`config.mk`:
```
export PLATFORM = sky130hd
export DESIGN_NAME = encoder
export DESIGN_NICKNAME = d
export VERILOG_FILES = /design/src/rtl/encoder.sv
export SDC_FILE = /design/constraint.sdc
export NUM_CORES = 1
export LEC_CHECK = 0
export ABC_AREA = 1
export CAP_MARGIN = 20
export CORE_AREA = 5 5 83 55
export CTS_BUF_LIST = sky130_fd_sc_hd__clkbuf_2 sky130_fd_sc_hd__clkbuf_4 sky130_fd_sc_hd__clkbuf_8
export CTS_CLUSTER_DIAMETER = 150
export DETAILED_ROUTE_END_ITERATION = 8
export DIE_AREA = 0 0 88 60
export DONT_BUFFER_PORTS = 1
export PLACE_DENSITY = 0.56
export SYNTH_ARGS = -nofsm -noshare
export SYNTH_HDL_FRONTEND = slang
export SYNTH_SLANG_ARGS = --single-unit
```
`constraint.sdc`:
```
create_clock -name clk -period 1.57 [get_ports clk]
set_input_delay 0.157 -clock clk [delete_from_list [all_inputs] [get_ports clk]]
set_output_delay 0.157 -clock clk [all_outputs]
set_load 0.01 [all_outputs]
```
`src/rtl/encoder.sv`:
```
// Rate-1/2 convolutional encoder with runtime-selectable constraint length (K = 3/4/5/7).
// Optional symbol counter port sym_count is enabled by defining ENCODER_SYMCOUNT_EN.
module encoder #(
  parameter logic [2:0] G3_0 = 3'o7,
  parameter logic [2:0] G3_1 = 3'o5,
  parameter logic [3:0] G4_0 = 4'o15,
  parameter logic [3:0] G4_1 = 4'o17,
  parameter logic [4:0] G5_0 = 5'o23,
  parameter logic [4:0] G5_1 = 5'o35,
  parameter logic [6:0] G7_0 = 7'o171,
  parameter logic [6:0] G7_1 = 7'o133
) (
  input  logic       clk,
  input  logic       rst,
  input  logic       data_in,
  input  logic       in_enable,
  input  logic [1:0] constraint_sel,
  output logic       out_enable,
  output logic       encoded_out0,
  output logic       encoded_out1
`ifdef ENCODER_SYMCOUNT_EN
  ,
  output logic [15:0] sym_count
`endif
);

  typedef enum logic [1:0] {
    SEL_K3 = 2'b00,
    SEL_K4 = 2'b01,
    SEL_K5 = 2'b10,
    SEL_K7 = 2'b11
  } k_sel_e;

  logic [2:0] shift_reg3bit;
  logic [3:0] shift_reg4bit;
  logic [4:0] shift_reg5bit;
  logic [6:0] shift_reg7bit;
  k_sel_e     sel_q;
  k_sel_e     sel_now;

  logic       sel_change;
  logic [2:0] base3;
  logic [3:0] base4;
  logic [4:0] base5;
  logic [6:0] base7;
  logic [2:0] next3;
  logic [3:0] next4;
  logic [4:0] next5;
  logic [6:0] next7;
  logic       par0;
  logic       par1;

  assign sel_now    = k_sel_e'(constraint_sel);
  assign sel_change = (sel_now != sel_q);

  // A constraint change flushes history first; an accepted bit then shifts into the cleared regs.
  always_comb begin
    // NOTE: every combinational output is assigned a default up front so no path can infer a latch.
    base3 = shift_reg3bit;
    base4 = shift_reg4bit;
    base5 = shift_reg5bit;
    base7 = shift_reg7bit;
    if (sel_change) begin
      base3 = '0;
      base4 = '0;
      base5 = '0;
      base7 = '0;
    end
    next3 = base3;
    next4 = base4;
    next5 = base5;
    next7 = base7;
    if (in_enable) begin
      next3 = {data_in, base3[2:1]};
      next4 = {data_in, base4[3:1]};
      next5 = {data_in, base5[4:1]};
      next7 = {data_in, base7[6:1]};
    end
  end

  // Generator bit K-1 lines up with the newest bit at the register MSB.
  always_comb begin
    par0 = 1'b0;
    par1 = 1'b0;
    case (sel_now)
      SEL_K3: begin
        par0 = ^(next3 & G3_0);
        par1 = ^(next3 & G3_1);
      end
      SEL_K4: begin
        par0 = ^(next4 & G4_0);
        par1 = ^(next4 & G4_1);
      end
      SEL_K5: begin
        par0 = ^(next5 & G5_0);
        par1 = ^(next5 & G5_1);
      end
      SEL_K7: begin
        par0 = ^(next7 & G7_0);
        par1 = ^(next7 & G7_1);
      end
      default: begin
        par0 = 1'b0;
        par1 = 1'b0;
      end
    endcase
  end

  always_ff @(posedge clk or negedge rst) begin
    if (!rst) begin
      shift_reg3bit <= '0;
      shift_reg4bit <= '0;
      shift_reg5bit <= '0;
      shift_reg7bit <= '0;
      sel_q         <= SEL_K3;
      out_enable    <= 1'b0;
      encoded_out0  <= 1'b0;
      encoded_out1  <= 1'b0;
    end else begin
      // NOTE: non-blocking assignments keep every register sampling pre-edge values.
      shift_reg3bit <= next3;
      shift_reg4bit <= next4;
      shift_reg5bit <= next5;
      shift_reg7bit <= next7;
      sel_q         <= sel_now;
      out_enable    <= in_enable;
      if (in_enable) begin
        encoded_out0 <= par0;
        encoded_out1 <= par1;
      end
    end
  end

`ifdef ENCODER_SYMCOUNT_EN
  // Counts symbols issued since reset or the last constraint change; wraps naturally.
  always_ff @(posedge clk or negedge rst) begin
    if (!rst) begin
      sym_count <= '0;
    end else if (sel_change) begin
      sym_count <= in_enable ? 16'd1 : 16'd0;
    end else if (in_enable) begin
      sym_count <= sym_count + 16'd1;
    end
  end
`else
`endif

endmodule

```
==> impl_results.rst <==
.. list-table::
   :header-rows: 1

   * - Metric
     - Value
   * - Maximum net fanout on the critical path
     - 10
   * - Slack of the worst reg-to-reg path
     - -130 ps
   * - Worst-path clk slew
     - about 100 ps
   * - Top cells by count, synth
     - nand2_1 (104), nand3_1 (27), dfrtp_1 (24)
   * - Power per cell area
     - around 810 nW/um^2
   * - Total setup violations reported at the end of the flow
     - 2
   * - Vertical extent of the die
     - around 60 um
   * - Fraction of synthesized cell area taken by the top area cell type
     - 0.4237
   * - Post-synthesis average cell area
     - around 6.7 um^2
   * - CTS max path bufs
     - 2
   * - Hold violation count in the final report
     - 0
   * - Num Clock Sinks
     - 24
   * - WL/cell
     - ~12 um
   * - Starting DRC count in detailed routing
     - between 50 and 60
   * - Number of H-tree levels
     - 1
   * - Hold Slack
     - about 95 ps
   * - Count of pins on the block boundary
     - 9
   * - Type of element launching the critical path
     - register
   * - Clock period minus final worst setup slack
     - 1695 ps
   * - Core Box Area
     - between 3000 and 4000 um^2
   * - Signed area change from the synthesized netlist to the final layout
     - 26.48%
   * - Sequential fraction of the synthesis area
     - 0.4237
   * - Routability congestion estimate from global placement
     - a little over 0.8
   * - Pin count of the biggest net entering global routing
     - 25
   * - Crit path top cell by count
     - nand2_1
   * - Synthesized-area fraction occupied by xor and xnor cells
     - 0.01853
   * - Worst max-slew margin expressed relative to the limit
     - 0.7757
   * - Most frequent cell after synthesis
     - nand2_1
   * - DR DRC count
     - 0
   * - First-pass GRT wire length
     - just under 6 mm
   * - Slew Limit Fails
     - 0
   * - GRT Util Overall
     - 0.1442
   * - Cell Area, Placed
     - approximately 1600 um^2
   * - Chip width
     - between 80 and 90 um
   * - Simple-gate share of the synthesized area
     - 0.4378
   * - Number of global-route vias before repair
     - around 1,300
   * - Critical Setup Path Class
     - register to register
   * - Final period utilization
     - 1.080
   * - CP max-delay cell
     - dfrtp_1
   * - Total number of vias
     - roughly 1,300
   * - Global route overflow
     - 0
   * - Count of unique library cells instantiated by Yosys
     - 22
   * - Path type of the worst min-delay path
     - primary input to register
   * - Crit end category
     - register
   * - Start point of the worst hold path
     - in_enable
   * - Number of placement rows
     - 18
   * - Cell type contributing the most total cell area after synthesis
     - dfrtp_1
   * - Main combinational cell family by area after synthesis
     - simple AND/OR/NAND/NOR gates
   * - Design Area, Final
     - around 1800 um^2
   * - Least-Margin Pin Slew
     - roughly 340 ps
   * - Clock tree from TritonCTS
     - done
   * - Root buffer selected by CTS
     - clkbuf_8
   * - RSZ-0062 raised after global routing
     - true
   * - Failing checks
     - setup timing
   * - Clk_lat worst skew
     - 280 ps
   * - Post-Synthesis Cells
     - around 210
   * - Post-CTS setup repair buffer count
     - 0
   * - Register bit total from synthesis
     - 24
   * - Origin of the worst setup path
     - sel_q[0]$_DFF_PN0_
   * - Dominant synthesized flop cell
     - dfrtp_1
   * - Max capacitance violation total
     - 0
   * - Port buffer count
     - 0
   * - Pleak
     - between 0.0009 and 0.001 uW
   * - Die Area
     - 5280 um^2
   * - Adder-cell area share of the yosys netlist
     - 0
   * - Effective utilization at floorplan
     - 0.3725
   * - Remaining antenna violation count after routing
     - 0
   * - CP cell instances
     - nand2_1 -> nand2_1 -> nor2_4 -> clkbuf_16 -> nand2_1 -> xnor2_1 -> or2_1 -> nand3_1 -> nand2_1 -> inv_1 -> nand2_1 -> nand2_1
   * - Largest cells by area after synthesis
     - dfrtp_1 (42%), nand2_1 (28%), nand3_1 (9.5%)
   * - Delay of the slowest cell on the worst path
     - 410 ps
   * - Detailed-placement wirelength estimate
     - between 2 and 2.5 mm
   * - Post-DR vias/cell
     - about 4.5
   * - Worst Reg2Reg Path Length in Cells
     - 12
   * - Capture point of the worst path
     - encoded_out0$_DFFE_PN0P_
   * - Yosys warning count
     - 0
   * - FF-to-FF End
     - encoded_out0$_DFFE_PN0P_
   * - Worst path setup slack after routing
     - -125.1 ps
   * - CP Data Arrival Time
     - approximately 1900 ps
   * - Overall routed net length
     - 3.443 mm
   * - Run status
     - finished, violations left
   * - Final net count
     - ~240
   * - Critical Path RT
     - about 1800 ps
   * - Number of clock buffers inserted by TritonCTS
     - 3
   * - Multiplexer share of the synthesized area
     - 0
   * - Max VDD drop
     - between 400 and 500 uV
   * - Detailed-router iteration count before antenna repair
     - 5
   * - Maximum clock frequency
     - around 0.59 GHz
   * - Antenna violations before repair
     - 0
   * - Setup TNS
     - -233.0 ps
   * - Skew final
     - 5.713 ps
   * - Share of synthesized flip-flops with an asynchronous set or reset
     - 1.000
   * - Antenna cells
     - 0
   * - Synth Net Count
     - roughly 220
   * - Fraction of the mapped netlist area in compound gates
     - 0.02207
   * - Post-synth EDFFs
     - 0
   * - Share of cells above drive strength 1
     - 0.2026
   * - Post-synth design cell area
     - around 1400 um^2
   * - FF-to-FF Start
     - sel_q[0]$_DFF_PN0_
[worst min-delay path by stage]
stage	end	slack (ps)	cells after the start
final	encoded_out0$_DFFE_PN0P_	90	4
after global routing	encoded_out0$_DFFE_PN0P_	120	4
after CTS	encoded_out0$_DFFE_PN0P_	90	4
after detailed placement	out_enable$_DFF_PN0_	-140	0
after global placement	out_enable$_DFF_PN0_	-140	0
after floorplan	encoded_out0$_DFFE_PN0P_	-140	0
[logic make-up after synthesis]
| logic type | after synthesis |
|---|---|
| and+or+nand+nor | 147 |
| xor gates and xnor gates | 3 |
| AOI/OAI and AO/OA | 4 |
| buffers and inverters | 33 |
| DFF | 24 |
[state kept, by name, summed over array words and instances (netlist names)]
signal / flops
shift_reg5bit: 5
out_enable: 1
encoded_out1: 1
shift_reg4bit: 4
encoded_out0: 1
sel_q: 2
shift_reg7bit: 7
shift_reg3bit: 3
[cell usage in the layout (no fill, tap or decap)]
| cell type | count |
|---|---|
| dlygate4sd3_1 | 4 |
| clkinv_1 | 3 |
| nor2_2 | 1 |
| clkbuf_16 | 1 |
| bufinv_16 | 1 |
| nor2_1 | 5 |
| inv_1 | 18 |
| or2_1 | 1 |
| nor2_4 | 1 |
| nand2_2 | 9 |
| o21ai_1 | 1 |
| nand4_1 | 1 |
| nand2_1 | 98 |
| dfrtp_1 | 24 |
| a21oi_4 | 1 |
| nand3_1 | 24 |
| clkbuf_8 | 3 |
| nand3b_1 | 2 |
| xnor2_1 | 2 |
| a21oi_2 | 1 |
| inv_2 | 6 |
| a21oi_1 | 1 |
| nand3_2 | 5 |
| buf_4 | 15 |
| buf_12 | 3 |
| xor2_1 | 1 |
[report_power, final]
part	switching, uW	internal (uW)
clock network	223	341
logic	127	96.4
registers	21.2	642
[layout make-up]
class	count	area [um^2]
fillers	407	2013
multi-input cells	154	719.4
flip-flops and latches	24	600.6
repair buffers	23	237.7
inverters	27	101.3
well taps	50	62.56
clock buffers	3	41.29
clock inverters	1	30.03
[critical path: cells and delay by family (launching register included)]
| family | cells | cell delay, ps |
|---|---|---|
| XOR/XNOR | 1 | 150 |
| flip-flops | 1 | 410 |
| buffers and inverters | 2 | 230 |
| AND/OR/NAND/NOR | 9 | 840 |
[stage by stage]
step	util	instances	setup WS, ps	total power [uW]
4_1_cts	0.4543	281	-87.02	1451
6_report	0.4711	282	-125.1	1450
3_3_place_gp	0.4191	272	-74.63	849.8
2_1_floorplan	-	211	131.7	803.7
3_5_place_dp	0.4191	272	-90.20	851.0
5_1_grt	0.4711	282	-269.6	1519
[repair_timing]
item / CTS / global route
pin swaps: 0 / 3
hold buffers: 5 / 0
endpoints found under the setup margin: 2 / 2
gates resized for setup: 1 / 11
hold endpoints to repair: 28 / 0
gates cloned: 0 / 1
[per-layer routing]
layer / GRT usage / share of wire
met4: 0.03939 / 0.010
met5: 0 / 0
met1: 0.2065 / 0.55
met3: 0.04821 / 0.065
met2: 0.2060 / 0.38
(Power assumes the default switching activity.)
